--- src/rtl/loom_switch_pkg.sv ---
`default_nettype none
// ============================================================================
//  Module   : loom_switch_pkg
//  Brief    : Shared types, error codes and route-table indexing helper for
//             the buffered crossbar switch.
//  Revision : 1.0  initial release
// ============================================================================
package loom_switch_pkg;

    typedef logic [15:0] error_code_t;

    localparam error_code_t ERR_NONE      = 16'd0;
    localparam error_code_t ERR_MULTI_SRC = 16'd1;
    localparam error_code_t ERR_UNROUTED  = 16'd2;

    // Bit position of the (output o, input i) entry in the route table.
    function automatic int route_idx(input int o, input int i, input int num_in);
        return o * num_in + i;
    endfunction

endpackage
`default_nettype wire

--- src/rtl/loom_sync_fifo.sv ---
`default_nettype none
// ============================================================================
//  Module   : loom_sync_fifo
//  Brief    : Single-clock FIFO, power-of-two depth, head entry exposed
//             directly (first-word fall-through). A full FIFO ignores a push
//             even if it pops in the same cycle.
//  Revision : 1.0  initial release
// ============================================================================
module loom_sync_fifo
    import loom_switch_pkg::*;
#(
    parameter int DATA_WIDTH = 32,
    parameter int DEPTH      = 2
) (
    input  logic                  clk,
    input  logic                  rst,
    input  logic                  i_push,
    input  logic [DATA_WIDTH-1:0] i_data,
    input  logic                  i_pop,
    output logic                  o_full,
    output logic                  o_empty,
    output logic [DATA_WIDTH-1:0] o_head
);

    localparam int c_PTR_W = $clog2(DEPTH);
    localparam int c_CNT_W = $clog2(DEPTH + 1);

    logic [DATA_WIDTH-1:0] r_mem [DEPTH];
    logic [c_PTR_W-1:0]    r_wr_ptr;
    logic [c_PTR_W-1:0]    r_rd_ptr;
    logic [c_CNT_W-1:0]    r_count;

    logic w_do_push;
    logic w_do_pop;

    assign o_full    = (r_count == c_CNT_W'(DEPTH));
    assign o_empty   = (r_count == '0);
    assign o_head    = r_mem[r_rd_ptr];
    assign w_do_push = i_push & ~o_full;
    assign w_do_pop  = i_pop & ~o_empty;

    // Storage array; contents need no reset because the count gates validity.
    always_ff @(posedge clk) begin
        if (w_do_push) begin
            r_mem[r_wr_ptr] <= i_data;
        end
    end

    // Pointers wrap naturally at DEPTH; count spans 0..DEPTH.
    always_ff @(posedge clk) begin
        if (rst) begin
            r_wr_ptr <= '0;
            r_rd_ptr <= '0;
            r_count  <= '0;
        end else begin
            if (w_do_push) begin
                r_wr_ptr <= r_wr_ptr + 1'b1;
            end
            if (w_do_pop) begin
                r_rd_ptr <= r_rd_ptr + 1'b1;
            end
            if (w_do_push && !w_do_pop) begin
                r_count <= r_count + 1'b1;
            end else if (w_do_pop && !w_do_push) begin
                r_count <= r_count - 1'b1;
            end
        end
    end

endmodule
`default_nettype wire

--- src/rtl/loom_switch_buffered.sv ---
`default_nettype none
// ============================================================================
//  Module   : loom_switch_buffered
//  Brief    : NUM_IN x NUM_OUT crossbar with static route table, broadcast,
//             a FIFO per output and a sticky configuration-error latch.
//             Optional per-output pop counters when LOOM_SWITCH_PERF_CNT_EN
//             is defined.
//  Revision : 1.0  initial release
// ============================================================================
module loom_switch_buffered
    import loom_switch_pkg::*;
#(
    parameter int NUM_IN     = 2,
    parameter int NUM_OUT    = 2,
    parameter int DATA_WIDTH = 32,
    parameter int DEPTH      = 2,
    parameter int CNT_WIDTH  = 32
) (
    input  logic                          clk,
    input  logic                          rst,
    input  logic [NUM_IN-1:0]             in_valid,
    output logic [NUM_IN-1:0]             in_ready,
    input  logic [NUM_IN*DATA_WIDTH-1:0]  in_data,
    output logic [NUM_OUT-1:0]            out_valid,
    input  logic [NUM_OUT-1:0]            out_ready,
    output logic [NUM_OUT*DATA_WIDTH-1:0] out_data,
    input  logic [NUM_IN*NUM_OUT-1:0]     cfg_route_table,
    output logic                          error_valid,
    output logic [15:0]                   error_code
`ifdef LOOM_SWITCH_PERF_CNT_EN
    ,
    output logic [NUM_OUT*CNT_WIDTH-1:0]  perf_xfer_cnt
`endif
);

    logic [NUM_OUT-1:0]                 w_col_any;
    logic [NUM_OUT-1:0]                 w_conflict;
    logic [NUM_OUT-1:0]                 w_legal;
    logic [NUM_IN-1:0][NUM_OUT-1:0]     w_target;
    logic [NUM_IN-1:0]                  w_has_target;
    logic [NUM_OUT-1:0]                 w_push;
    logic [NUM_OUT-1:0][DATA_WIDTH-1:0] w_push_data;
    logic [NUM_OUT-1:0]                 w_full;
    logic [NUM_OUT-1:0]                 w_empty;
    logic [NUM_OUT-1:0]                 w_pop;
    logic                               w_err_multi;
    logic                               w_err_unrouted;
    logic                               r_error_valid;
    error_code_t                        r_error_code;

    // Column decode: an output is legal with exactly one source, in conflict with two or more.
    always_comb begin
        w_col_any  = '0;
        w_conflict = '0;
        for (int o = 0; o < NUM_OUT; o++) begin
            for (int i = 0; i < NUM_IN; i++) begin
                if (cfg_route_table[route_idx(o, i, NUM_IN)]) begin
                    if (w_col_any[o]) begin
                        w_conflict[o] = 1'b1;
                    end
                    w_col_any[o] = 1'b1;
                end
            end
        end
        w_legal = w_col_any & ~w_conflict;
    end

    // Ready join: an input is ready only if it has targets and none of them is full.
    always_comb begin
        w_target     = '0;
        w_has_target = '0;
        in_ready     = '0;
        for (int i = 0; i < NUM_IN; i++) begin
            for (int o = 0; o < NUM_OUT; o++) begin
                w_target[i][o] = w_legal[o] & cfg_route_table[route_idx(o, i, NUM_IN)];
            end
            w_has_target[i] = |w_target[i];
            in_ready[i]     = w_has_target[i] && ((w_target[i] & w_full) == '0);
        end
    end

    // Push steering: a legal output has a single source, so the last match is the only match.
    always_comb begin
        w_push      = '0;
        w_push_data = '0;
        for (int o = 0; o < NUM_OUT; o++) begin
            for (int i = 0; i < NUM_IN; i++) begin
                if (w_target[i][o]) begin
                    w_push[o]      = in_valid[i] & in_ready[i];
                    w_push_data[o] = in_data[i*DATA_WIDTH +: DATA_WIDTH];
                end
            end
        end
    end

    assign out_valid = ~w_empty;
    assign w_pop     = out_valid & out_ready;

    generate
        for (genvar o = 0; o < NUM_OUT; o++) begin : g_out_fifo
            loom_sync_fifo #(
                .DATA_WIDTH (DATA_WIDTH),
                .DEPTH      (DEPTH)
            ) u_fifo (
                .clk     (clk),
                .rst     (rst),
                .i_push  (w_push[o]),
                .i_data  (w_push_data[o]),
                .i_pop   (w_pop[o]),
                .o_full  (w_full[o]),
                .o_empty (w_empty[o]),
                .o_head  (out_data[o*DATA_WIDTH +: DATA_WIDTH])
            );
        end
    endgenerate

    assign w_err_multi    = |w_conflict;
    assign w_err_unrouted = |(in_valid & ~w_has_target);

    // Sticky error latch: first error wins, lower code wins within a cycle.
    always_ff @(posedge clk) begin
        if (rst) begin
            r_error_valid <= 1'b0;
            r_error_code  <= ERR_NONE;
        end else if (!r_error_valid) begin
            if (w_err_multi) begin
                r_error_valid <= 1'b1;
                r_error_code  <= ERR_MULTI_SRC;
            end else if (w_err_unrouted) begin
                r_error_valid <= 1'b1;
                r_error_code  <= ERR_UNROUTED;
            end
        end
    end

    assign error_valid = r_error_valid;
    assign error_code  = r_error_code;

`ifdef LOOM_SWITCH_PERF_CNT_EN
    generate
        for (genvar o = 0; o < NUM_OUT; o++) begin : g_perf_cnt
            logic [CNT_WIDTH-1:0] r_cnt;

            // Count pops, saturating at all-ones.
            always_ff @(posedge clk) begin
                if (rst) begin
                    r_cnt <= '0;
                end else if (w_pop[o] && (r_cnt != {CNT_WIDTH{1'b1}})) begin
                    r_cnt <= r_cnt + 1'b1;
                end
            end

            assign perf_xfer_cnt[o*CNT_WIDTH +: CNT_WIDTH] = r_cnt;
        end
    endgenerate
`endif

endmodule
`default_nettype wire

--- config.mk ---
export PLATFORM = sky130hd
export DESIGN_NAME = loom_switch_buffered
export DESIGN_NICKNAME = d
export VERILOG_FILES = /design/src/rtl/loom_switch_pkg.sv /design/src/rtl/loom_sync_fifo.sv /design/src/rtl/loom_switch_buffered.sv
export SDC_FILE = /design/constraint.sdc
export NUM_CORES = 1
export LEC_CHECK = 0
export ABC_AREA = 1
export BUFFER_PORTS_ARGS = -buffer_cell sky130_fd_sc_hd__buf_4
export CAP_MARGIN = 25
export CORE_AREA = 2 2 146 148
export DETAILED_ROUTE_END_ITERATION = 7
export DIE_AREA = 0 0 148 150
export GPL_TIMING_DRIVEN = 0
export SLEW_MARGIN = 20
export SYNTH_ARGS = -nofsm -noshare
export SYNTH_HDL_FRONTEND = slang
export SYNTH_SLANG_ARGS = --single-unit
--- constraint.sdc ---
create_clock -name clk -period 7.4 [get_ports clk]
set_clock_uncertainty 0.2 [all_clocks]
set_input_delay 1.48 -clock clk [delete_from_list [all_inputs] [get_ports clk]]
set_output_delay 1.48 -clock clk [all_outputs]
set_load 0.005 [all_outputs]
==> results.md, run 1 <==
* Sequential fraction of the synthesis area at 0.6706
* Main combinational cell family by area after synthesis: multiplexers
* Post-Layout Cell Count at roughly 930
* VDD IR max at between 100 and 150 uV
* Status: finished, final reports clean
* Io pins at 159
* Die width at 148 um
* Xor/xnor share of the synthesized area at 0
* Syn-to-layout area delta at 37.29%
* Max Fclk at 252.7 MHz
* Adder-cell share of the synthesized area at 0.004089
* Worst-Margin Slew at just over 0.7 ns
* Final hold violations at 0
* RD Place Congestion at 0.7519
* Reg-to-reg endpoint: g_out_fifo[0].u_fifo.r_mem[1][12]
* Tcrit/Tclk final at 0.5348
* Post-Syn Area at approximately 6000 sq um
* Die Y at roughly 150 um
* Post-CTS Setup Inserts at 0
* CTS tree: done
* Wire per inst at roughly 16 um
* Count of inserted antenna diode cells at 0
* Hold_sp: error_code[1]
* Clk Latency, worst-skew pair at between 0.4 and 0.5 ns
* Clock Sink Count at around 140
* Slowest cell delay on critical path at 0.15 ns
* Crit path buf inv count at 3
* Overflow after GRT at 0
* Final WL at ~15000 um
* Reg clk slew, reported paths at 0.06 ns
* DRT iter0 DRCs at about 190
* Pwr Density at 252.1 nW/um^2
* Syn Inst Count at 457
* Reg2reg setup slack at 5.10 ns
* Unrepaired setup endpoints after global routing: false
* DRC viols at 0
* Worst Path Required at 5.72 ns
* Final Instance Area at approximately 8400 sq um
* Hold EP: error_code[1]
* Initial core utilization at 0.2958
* Crit path capture type: output pin
* Initial antenna violation count at 0
* DP HPWL at 10960 um
* Syn avg cell area at 13.39 sq um
* Synth Area in Compound Gates at 0.08710
* Yosys warning count at 0
* Fill count at 2005
* Vias at 4153
* Crit path max-delay family: simple AND/OR/NAND/NOR gates
* DRT Pass-1 Iters at 4
* Die area at 22200 sq um
* Worst Hold Class: register to register
* Setup violations, final at 0
* Hold Crit Depth at 2
* Placed instance count at between 800 and 900
* First-pass GRT wire length at approximately 23000 um
* Vias in the first global route at roughly 4200
* Largest net degree at the start of global routing at 19
* Nets at 715
* Crit start category: input pin
* Yosys cell types at 22
* H-tree depth at 4
* Number of I/O port buffers at approximately 140
* CTS Buffer Depth at 2
* FP Rows at 53
* Worst Setup Slack, final at 3.442 ns
* DRT antenna net count at 0
* Register Area at approximately 4100 sq um
* Max_cap viols at 0
* Gr usage total at 0.1389
* CTS Buf Count at 17
* CTS Hold Buffers Added at 0
* Headroom to the max-slew limit at 0.5223
* Cell Chain, Critical Path: buf_4, inv_2, nand2_2, nand2_1, nand2_1, nor2_4, buf_4
* Post-route minimum period at around 4 ns
* Lkg Pwr at 3.421 nW
* Worst hold margin at 0.2625 ns
* Layout cells sized above 1 at 0.4218
* Root buffer cell: clkbuf_16
* Area of the multi-input gates at 1607 sq um
* Via density per instance at about 4.5
* FF-to-FF path depth at 8
* Dpl cell area at 7796 sq um
* Post-Synth Simple-Gate Area at 0.03885
* Reg2reg start: g_out_fifo[0].u_fifo.r_count[1]
* Crit path DAT at 2.28 ns
* Multiplexer share of the synthesized area at 0.1178
* Critical-path top delay cell: nand2_2
* Setup TNS at 0 ns
* Critical path fanouts, max at 7
* Core ar. at 20690 sq um
* Fin. max-slew vios at 0
* Crit Path Class: input pin to output pin
* Post-CTS Resized at 0
* Yosys reg bits at roughly 140
* DP Worst Slack at between 3 and 4 ns
## worst register-to-register path: stages (launching register included)
cell and delay (ns):
dfxtp_1 0.29, inv_1 0.10, nor2_1 0.07, nand2_1 0.06, nand2_1 0.08, nor2_4 0.14
nand3_2 0.17, a21oi_4 0.63, buf_16 0.25
## cells by family (layout without fill, tap and decap cells)
kind of cell,Yosys count,count (layout)
flip-flops,141,141
buffers and inverters,116,298
AO/OA/AOI/OAI,89,89
multiplexers,64,64
AND/OR/NAND/NOR,44,44
adder cells (fa/ha/maj),2,2
other,1,14
## per-stage QoR
step	total power, mW	util
floorplan	1.098	-
global placement	1.259	0.3670
detailed placement	1.270	0.3768
CTS	2.148	0.4061
global route	2.209	0.4061
finish	2.118	0.4061
## registers in the layout, summed over array words and instances (netlist names), named ones only
register and count:
error_code 2, error_valid 1, g_out_fifo.u_fifo.r_count 4, g_out_fifo.u_fifo.r_mem 128
g_out_fifo.u_fifo.r_rd_ptr 2, g_out_fifo.u_fifo.r_wr_ptr 2
## layout by cell type (no fill, tap or decap), drive strengths merged, types with 11 or more instances in the layout
cell    count
edfxtp    128
nand2      23
clkbuf     33
mux2       64
dfxtp      13
inv        82
nor2       11
o22ai      64
buf       170
conb       14
a21oi      16
## worst max-delay path by stage
stage / start / to / slack (ns) / cells after the start
5_1_grt: cfg_route_table[0] / in_ready[1] / 3.39 / 7
4_1_cts: cfg_route_table[0] / in_ready[1] / 3.43 / 7
3_5_place_dp: cfg_route_table[0] / in_ready[1] / 3.44 / 7
6_report: cfg_route_table[0] / in_ready[1] / 3.44 / 7
2_1_floorplan: cfg_route_table[2] / g_out_fifo[0].u_fifo.r_mem[0][0] / 3.18 / 7
3_3_place_gp: cfg_route_table[0] / g_out_fifo[0].u_fifo.r_mem[0][14] / 1.45 / 8
## cell usage after synthesis
cell type	count	area, sq um
o21ai_0	9	45.04
a21oi_1	14	70.07
buf_2	6	30.03
mux2_2	60	675.7
nand3_1	6	30.03
inv_1	77	289.0
mux2_1	4	45.04
edfxtp_1	128	3844
inv_2	5	18.77
ha_1	2	25.02
nand2_2	1	6.260
nor2_1	9	33.78
o22ai_1	64	400.4
nand2_4	3	33.78
a21oi_2	2	17.52
conb_1	1	3.750
nand3_2	4	40.04
nand2_1	19	71.32
nor2_4	2	22.52
clkbuf_1	14	52.55
buf_4	14	105.1
dfxtp_1	13	260.3
## layer usage
layer / vias up / routed length, um / global-route usage
met1: 2000 / 6469 / 0.1745
met2: 155 / 7687 / 0.2354
met5: - / 0 / 0
met4: 0 / 134 / 0.04619
met3: 9 / 914 / 0.03415
li1: 1989 / - / -
## area by class of cell
class | count | area share
flip-flops and latches | 141 | 0.4885
repair buffers | 150 | 0.1483
multi-input cells | 213 | 0.1912
clock inverters | 13 | 0.02055
inverters | 82 | 0.03663
clock buffers | 19 | 0.05153
well taps | 275 | 0.04095
plain buffers | 34 | 0.02234
## power by group
part / internal (mW) / total [mW] / switching (mW)
clock: 0.559 / 0.871 / 0.312
combinational: 0.171 / 0.336 / 0.165
sequential: 0.904 / 0.911 / 0.00715
Power figures use the tool's default switching activity.
==> inputs of run 2 (changes only) <==
==> constraint.sdc (replaced) <==
create_clock -name clk -period 3.4 [get_ports clk]
set_clock_uncertainty 0.2 [all_clocks]
set_input_delay 0.68 -clock clk [delete_from_list [all_inputs] [get_ports clk]]
set_output_delay 0.68 -clock clk [all_outputs]
set_load 0.005 [all_outputs]
==> results.md, run 2 (synthesis results as in run 1) <==
* Crit path DAT at 1.89 ns
* Highest-count cells in the layout ignoring fill and taps: buf_4 (158), edfxtp_1 (128), inv_1 (77), o22ai_1 (64), mux2_2 (60)
* Top flop regs: g_out_fifo.u_fifo.r_mem: 128 flops, g_out_fifo.u_fifo.r_count: 4 flops
* Crit Path Class: register to output pin
* Unrepaired setup endpoints after global routing: false
* Worst Path Required at 2.52 ns
* Status: finished, final reports clean
* Clk Latency, worst-skew pair at 0.41 ns
* Met2 wire length at 7650 um
* Total power at approximately 4.5 mW
* CTS Buffer Depth at 2
* Post-route minimum period at roughly 2.8 ns
* Reg clk slew, reported paths at 0.06 ns
* Reg2reg start: g_out_fifo[0].u_fifo.r_count[1]
* DRT Pass-1 Iters at 4
* Final hold violations at 0
* RD Place Congestion at 0.7418
* Die width at 148 um
* Vias at 4144
* Hold_sp: rst
* Count of inserted antenna diode cells at 0
* CTS Buf Count at 17
* Crit path capture type: output pin
* Post-CTS Resized at 0
* Max_cap viols at 0
* Crit start category: register
* Met3 WL at 844 um
* CTS Hold Buffers Added at 0
* Clock Sink Count at 141
* Hold Crit Depth at 2
* Fin. max-slew vios at 0
* DP HPWL at 10880 um
* Final Instance Area at approximately 8300 sq um
* Dpl cell area at 7756 sq um
* DRT antenna net count at 0
* CTS tree: done
* Tcrit/Tclk final at 0.8133
* Max FFs per register at ~130
* Wire per inst at roughly 17 um
* Max Fclk at approximately 360 MHz
* Nets at 714
* Syn-to-layout area delta at 36.15%
* Critical path fanouts, max at 10
* Post-CTS Setup Inserts at 0
* Lkg Pwr at 3.399 nW
* DRC viols at 0
* Worst-Margin Slew at 0.7498 ns
* Vias in the first global route at 4225
* Reg2reg setup slack at 1.06 ns
* Top sig layer: met4
* Pwr Density at 543.5 nW/um^2
* Met1 wire length at 7092 um
* First-pass GRT wire length at between 20000 and 25000 um
* Largest net degree at the start of global routing at 18
* Root buffer cell: clkbuf_16
* Reg-to-reg endpoint: g_out_fifo[1].u_fifo.r_mem[1][23]
* DRT iter0 DRCs at 204
* Core ar. at 20690 sq um
* VDD IR max at 348.8 uV
* Initial antenna violation count at 0
* Headroom to the max-slew limit at 0.4990
* FP Rows at 53
* Gr usage total at 0.1435
* Via density per instance at 4.485
* Most common cell after layout, fill and taps aside: buf_4
* Number of I/O port buffers at 144
* Final WL at ~16000 um
* Largest Register: g_out_fifo.u_fifo.r_mem
* Fill count at 1983
* Setup violations, final at 0
* Initial core utilization at 0.2958
* Die area at approximately 22000 sq um
* FF-to-FF path depth at 8
* Setup TNS at 0 ns
* Die Y at 150 um
* Io pins at approximately 160
* Worst Hold Class: input pin to register
* Overflow after GRT at 0
* Layout cells sized above 1 at 0.4237
* H-tree depth at 4
* Hold EP: error_code[1]
-- run 2: cell count changes in the layout (fill, tap and decap cells not counted) --
cell / before / now
clkbuf_1: 16 / 14
clkinvlp_4: 2 / 1
buf_16: 6 / 4
buf_8: 0 / 1
clkinv_1: 4 / 3
clkinv_2: 1 / 3
inv_6: 0 / 1
bufinv_16: 4 / 3
-- run 2: final cells by class --
| class | instances | area [sq um] | share of cell area |
|---|---|---|---|
| Clock inverter | 13 | 150.1 | 0.01802 |
| Sequential cell | 141 | 4104 | 0.4926 |
| Buffer | 34 | 187.7 | 0.02253 |
| Tap cell | 275 | 344.1 | 0.04130 |
| Clock buffer | 17 | 425.4 | 0.05106 |
| Inverter | 82 | 307.8 | 0.03694 |
| Multi-Input combinational cell | 213 | 1607 | 0.1928 |
| Timing Repair Buffer | 149 | 1206 | 0.1448 |
-- run 2: metrics by stage --
stage	instances	setup WS (ns)	hold WS, ns	utilization
2_1_floorplan	470	0.6006	0.2475	-
3_3_place_gp	889	-0.5314	0.2506	0.3674
3_5_place_dp	894	0.4097	0.2566	0.3749
4_1_cts	924	0.5556	0.2096	0.4027
5_1_grt	924	0.4738	0.2221	0.4027
6_report	924	0.6348	0.2330	0.4027
-- run 2: where the power goes --
group,internal [mW],total [mW],switching (mW)
Sequential,1.97,1.98,0.0151
Combinational,0.370,0.732,0.362
Clock,1.14,1.81,0.678
-- run 2: how the worst max path moves through the flow --
stage / start / endpoint / slack [ns] / cells past startpoint
3_5_place_dp: cfg_route_table[0] / g_out_fifo[1].u_fifo.r_mem[1][18] / 0.41 / 9
3_3_place_gp: cfg_route_table[0] / g_out_fifo[1].u_fifo.r_mem[0][18] / -0.53 / 8
2_1_floorplan: cfg_route_table[1] / g_out_fifo[0].u_fifo.r_mem[1][0] / 0.60 / 8
5_1_grt: register / out_data[16] / 0.47 / 4
6_report: register / out_data[41] / 0.63 / 4
4_1_cts: register / out_data[55] / 0.56 / 4
-- run 2: worst max-delay path: stages (launching register included) --
cell and delay, ns:
dfxtp_1 0.30, clkbuf_1 0.21, buf_2 0.41, mux2_2 0.40
buf_4 0.14
-- run 2: layer usage --
layer  vias to the layer above  global-route usage
li1                       1983                   -
met1                      1999              0.1836
met2                       151              0.2412
met3                        11             0.03293
met4                         0             0.04714
met5                         -                   0
==> inputs of run 3 (changes only) <==
--- a/config.mk
+++ b/config.mk
@@ -5,7 +5,7 @@
 export SDC_FILE = /design/constraint.sdc
 export NUM_CORES = 1
 export LEC_CHECK = 0
-export ABC_AREA = 1
+export ABC_AREA = 0
 export BUFFER_PORTS_ARGS = -buffer_cell sky130_fd_sc_hd__buf_4
 export CAP_MARGIN = 25
 export CORE_AREA = 2 2 146 148
==> constraint.sdc (replaced) <==
create_clock -name clk -period 2.75 [get_ports clk]
set_clock_uncertainty 0.2 [all_clocks]
set_input_delay 0.55 -clock clk [delete_from_list [all_inputs] [get_ports clk]]
set_output_delay 0.55 -clock clk [all_outputs]
set_load 0.005 [all_outputs]
==> results.md, run 3 <==
* Setup violations, final at 0
* Vias at ~4000
* Most frequent cells after synthesis: edfxtp_1 (128), a22o_1 (64), mux2_2 (58)
* Worst-Margin Slew at a little over 0.9 ns
* Headroom to the max-slew limit at 0.3872
* Most common cell after layout, fill and taps aside: buf_4
* Highest-count cells in the layout ignoring fill and taps: buf_4 (159), edfxtp_1 (128), a22o_1 (64), mux2_2 (58), clkbuf_16 (17)
* Setup TNS at 0 ns
* Fin. max-slew vios at 0
* Total power at 6.632 mW
* Fill count at 1986
* Count leader, synth: edfxtp_1
* CTS tree: done
* Root buffer cell: clkbuf_16
* FP Rows at 53
* Syn Inst Count at about 380
* Final Instance Area at 8224 sq um
* Initial antenna violation count at 0
* Overflow after GRT at 0
* RD Place Congestion at 0.7976
* Via density per instance at around 4.7
* Sequential fraction of the synthesis area at 0.6741
* VDD IR max at approximately 400 uV
* H-tree depth at 4
* Max_cap viols at 0
* Async SR Flop Fraction at 0
* Synth top area cells: edfxtp_1 (63%), mux2_2 (11%), a22o_1 (9.2%)
* Crit start category: register
* Largest Register: g_out_fifo.u_fifo.r_mem
* Top_reg_cell synth: edfxtp_1
* Unrepaired setup endpoints after global routing: true
* Reg2reg start: g_out_fifo[0].u_fifo.r_count[0]
* Post-route minimum period at 2.648 ns
* Crit Path Class: register to output pin
* Clock Sink Count at 141
* First-pass GRT wire length at 23450 um
* DP HPWL at 11260 um
* Die width at 148 um
* Nets at 640
* CTS Buf Count at 17
* Crit path DAT at 1.90 ns
* Die area at 22200 sq um
* Gr usage total at 0.1434
* Final hold violations at 0
* Syn avg cell area at approximately 16 sq um
* Hold_sp: rst
* Count of inserted antenna diode cells at 0
* Initial core utilization at 0.2943
* Max FFs per register at between 100 and 150
* Syn-to-layout area delta at 35.08%
* Post-synth top area share at 0.6313
* Status: finished, final reports clean
* Worst Hold Class: input pin to register
* Tcrit/Tclk final at 0.9628
* Vias in the first global route at 4150
* CTS Buffer Depth at 2
* DRT Pass-1 Iters at 4
* Yosys reg bits at 141
* CTS Hold Buffers Added at 0
* Reg2reg setup slack at 0.19 ns
* DRC viols at 0
* Lkg Pwr at around 3.2 nW
* Post-Syn Area at 6088 sq um
* Yosys cell types at 36
* Leading area contributor after synthesis: edfxtp_1
* Reg clk slew, reported paths at 0.06 ns
* Critical path fanouts, max at 10
* Top flop regs: g_out_fifo.u_fifo.r_mem: 128 flops, g_out_fifo.u_fifo.r_count: 4 flops
* FF-to-FF path depth at 4
* Number of I/O port buffers at 144
* Largest net degree at the start of global routing at 33
* Layout cells sized above 1 at 0.4844
* Die Y at 150 um
* Number of enable flip-flop cells after synthesis at approximately 130
* Hold Crit Depth at 2
* Dpl cell area at roughly 7700 sq um
* Pwr Density at 806.4 nW/um^2
* Core ar. at approximately 21000 sq um
* Max Fclk at 377.7 MHz
* Yosys warning count at 0
* Io pins at 159
* Clk Latency, worst-skew pair at roughly 0.41 ns
* DRT iter0 DRCs at between 150 and 200
* DRT antenna net count at 0
* Reg-to-reg endpoint: g_out_fifo[1].u_fifo.r_mem[1][7]
* Wire per inst at about 19 um
* Worst Path Required at around 2 ns
* Crit path capture type: output pin
* Hold EP: error_valid
* Final WL at 15980 um
-- run 3: metrics by stage --
stage / worst slack, ns / cells / utilization / hold slack (ns)
after global placement: -0.8230 / 814 / 0.3664 / 0.2741
final: 0.1024 / 851 / 0.3975 / 0.1288
after global routing: -0.03335 / 851 / 0.3975 / 0.1237
after floorplan: 0.1015 / 395 / - / 0.2668
after CTS: 0.03409 / 851 / 0.3974 / 0.1128
after detailed placement: -0.1078 / 820 / 0.3717 / 0.2762
-- run 3: worst max-delay path: stages (launching register included) --
cell and delay, ns:
dfxtp_1 0.30, clkbuf_1 0.29, buf_2 0.37, mux2_2 0.39, buf_4 0.14
-- run 3: how the worst max path moves through the flow --
stage	startpoint	end	slack (ns)
finish	register	out_data[7]	0.10
global route	register	out_data[7]	-0.03
CTS	register	out_data[14]	0.03
detailed placement	cfg_route_table[2]	g_out_fifo[1].u_fifo.r_mem[1][17]	-0.11
global placement	cfg_route_table[2]	g_out_fifo[1].u_fifo.r_mem[0][16]	-0.82
floorplan	cfg_route_table[2]	g_out_fifo[1].u_fifo.r_mem[0][0]	0.10
-- run 3: per-layer routing --
metal | vias to the layer above | GRT usage | routed length (um)
met5 | - | 0 | 0
met3 | 22 | 0.04726 | 1047
li1 | 1836 | - | -
met1 | 1999 | 0.1734 | 6671
met2 | 153 | 0.2410 | 7931
met4 | 0 | 0.04952 | 325
-- run 3: cell families after synthesis --
logic type,synth area share
DFF,0.6741
xor gates and xnor gates,0.008631
other,0.0006159
buffers and inverters,0.03884
and+or+nand+nor,0.03987
adders and majority gates,0.004109
muxes,0.1208
AOI/OAI and AO/OA,0.1130
-- run 3: layout make-up --
cell class / count / area [sq um] / share of cell area
Tap cell: 275 / 344.1 / 0.04184
Clock inverter: 11 / 95.09 / 0.01156
Timing Repair Buffer: 150 / 1186 / 0.1442
Sequential cell: 141 / 4104 / 0.4990
Buffer: 39 / 220.2 / 0.02678
Clock buffer: 20 / 436.7 / 0.05310
Inverter: 5 / 18.77 / 0.002282
Multi-Input combinational cell: 210 / 1819 / 0.2212
-- run 3: what timing repair did --
| item | CTS | global route |
|---|---|---|
| setup buffers | 0 | 0 |
| resized for setup | 0 | 1 |
| setup endpoints to repair | 0 | 30 |
-- run 3: report_power, final --
part	internal, mW	total [mW]	switching [mW]
clock	1.23	2.10	0.865
combinational	0.982	1.84	0.862
sequential	2.61	2.69	0.0786
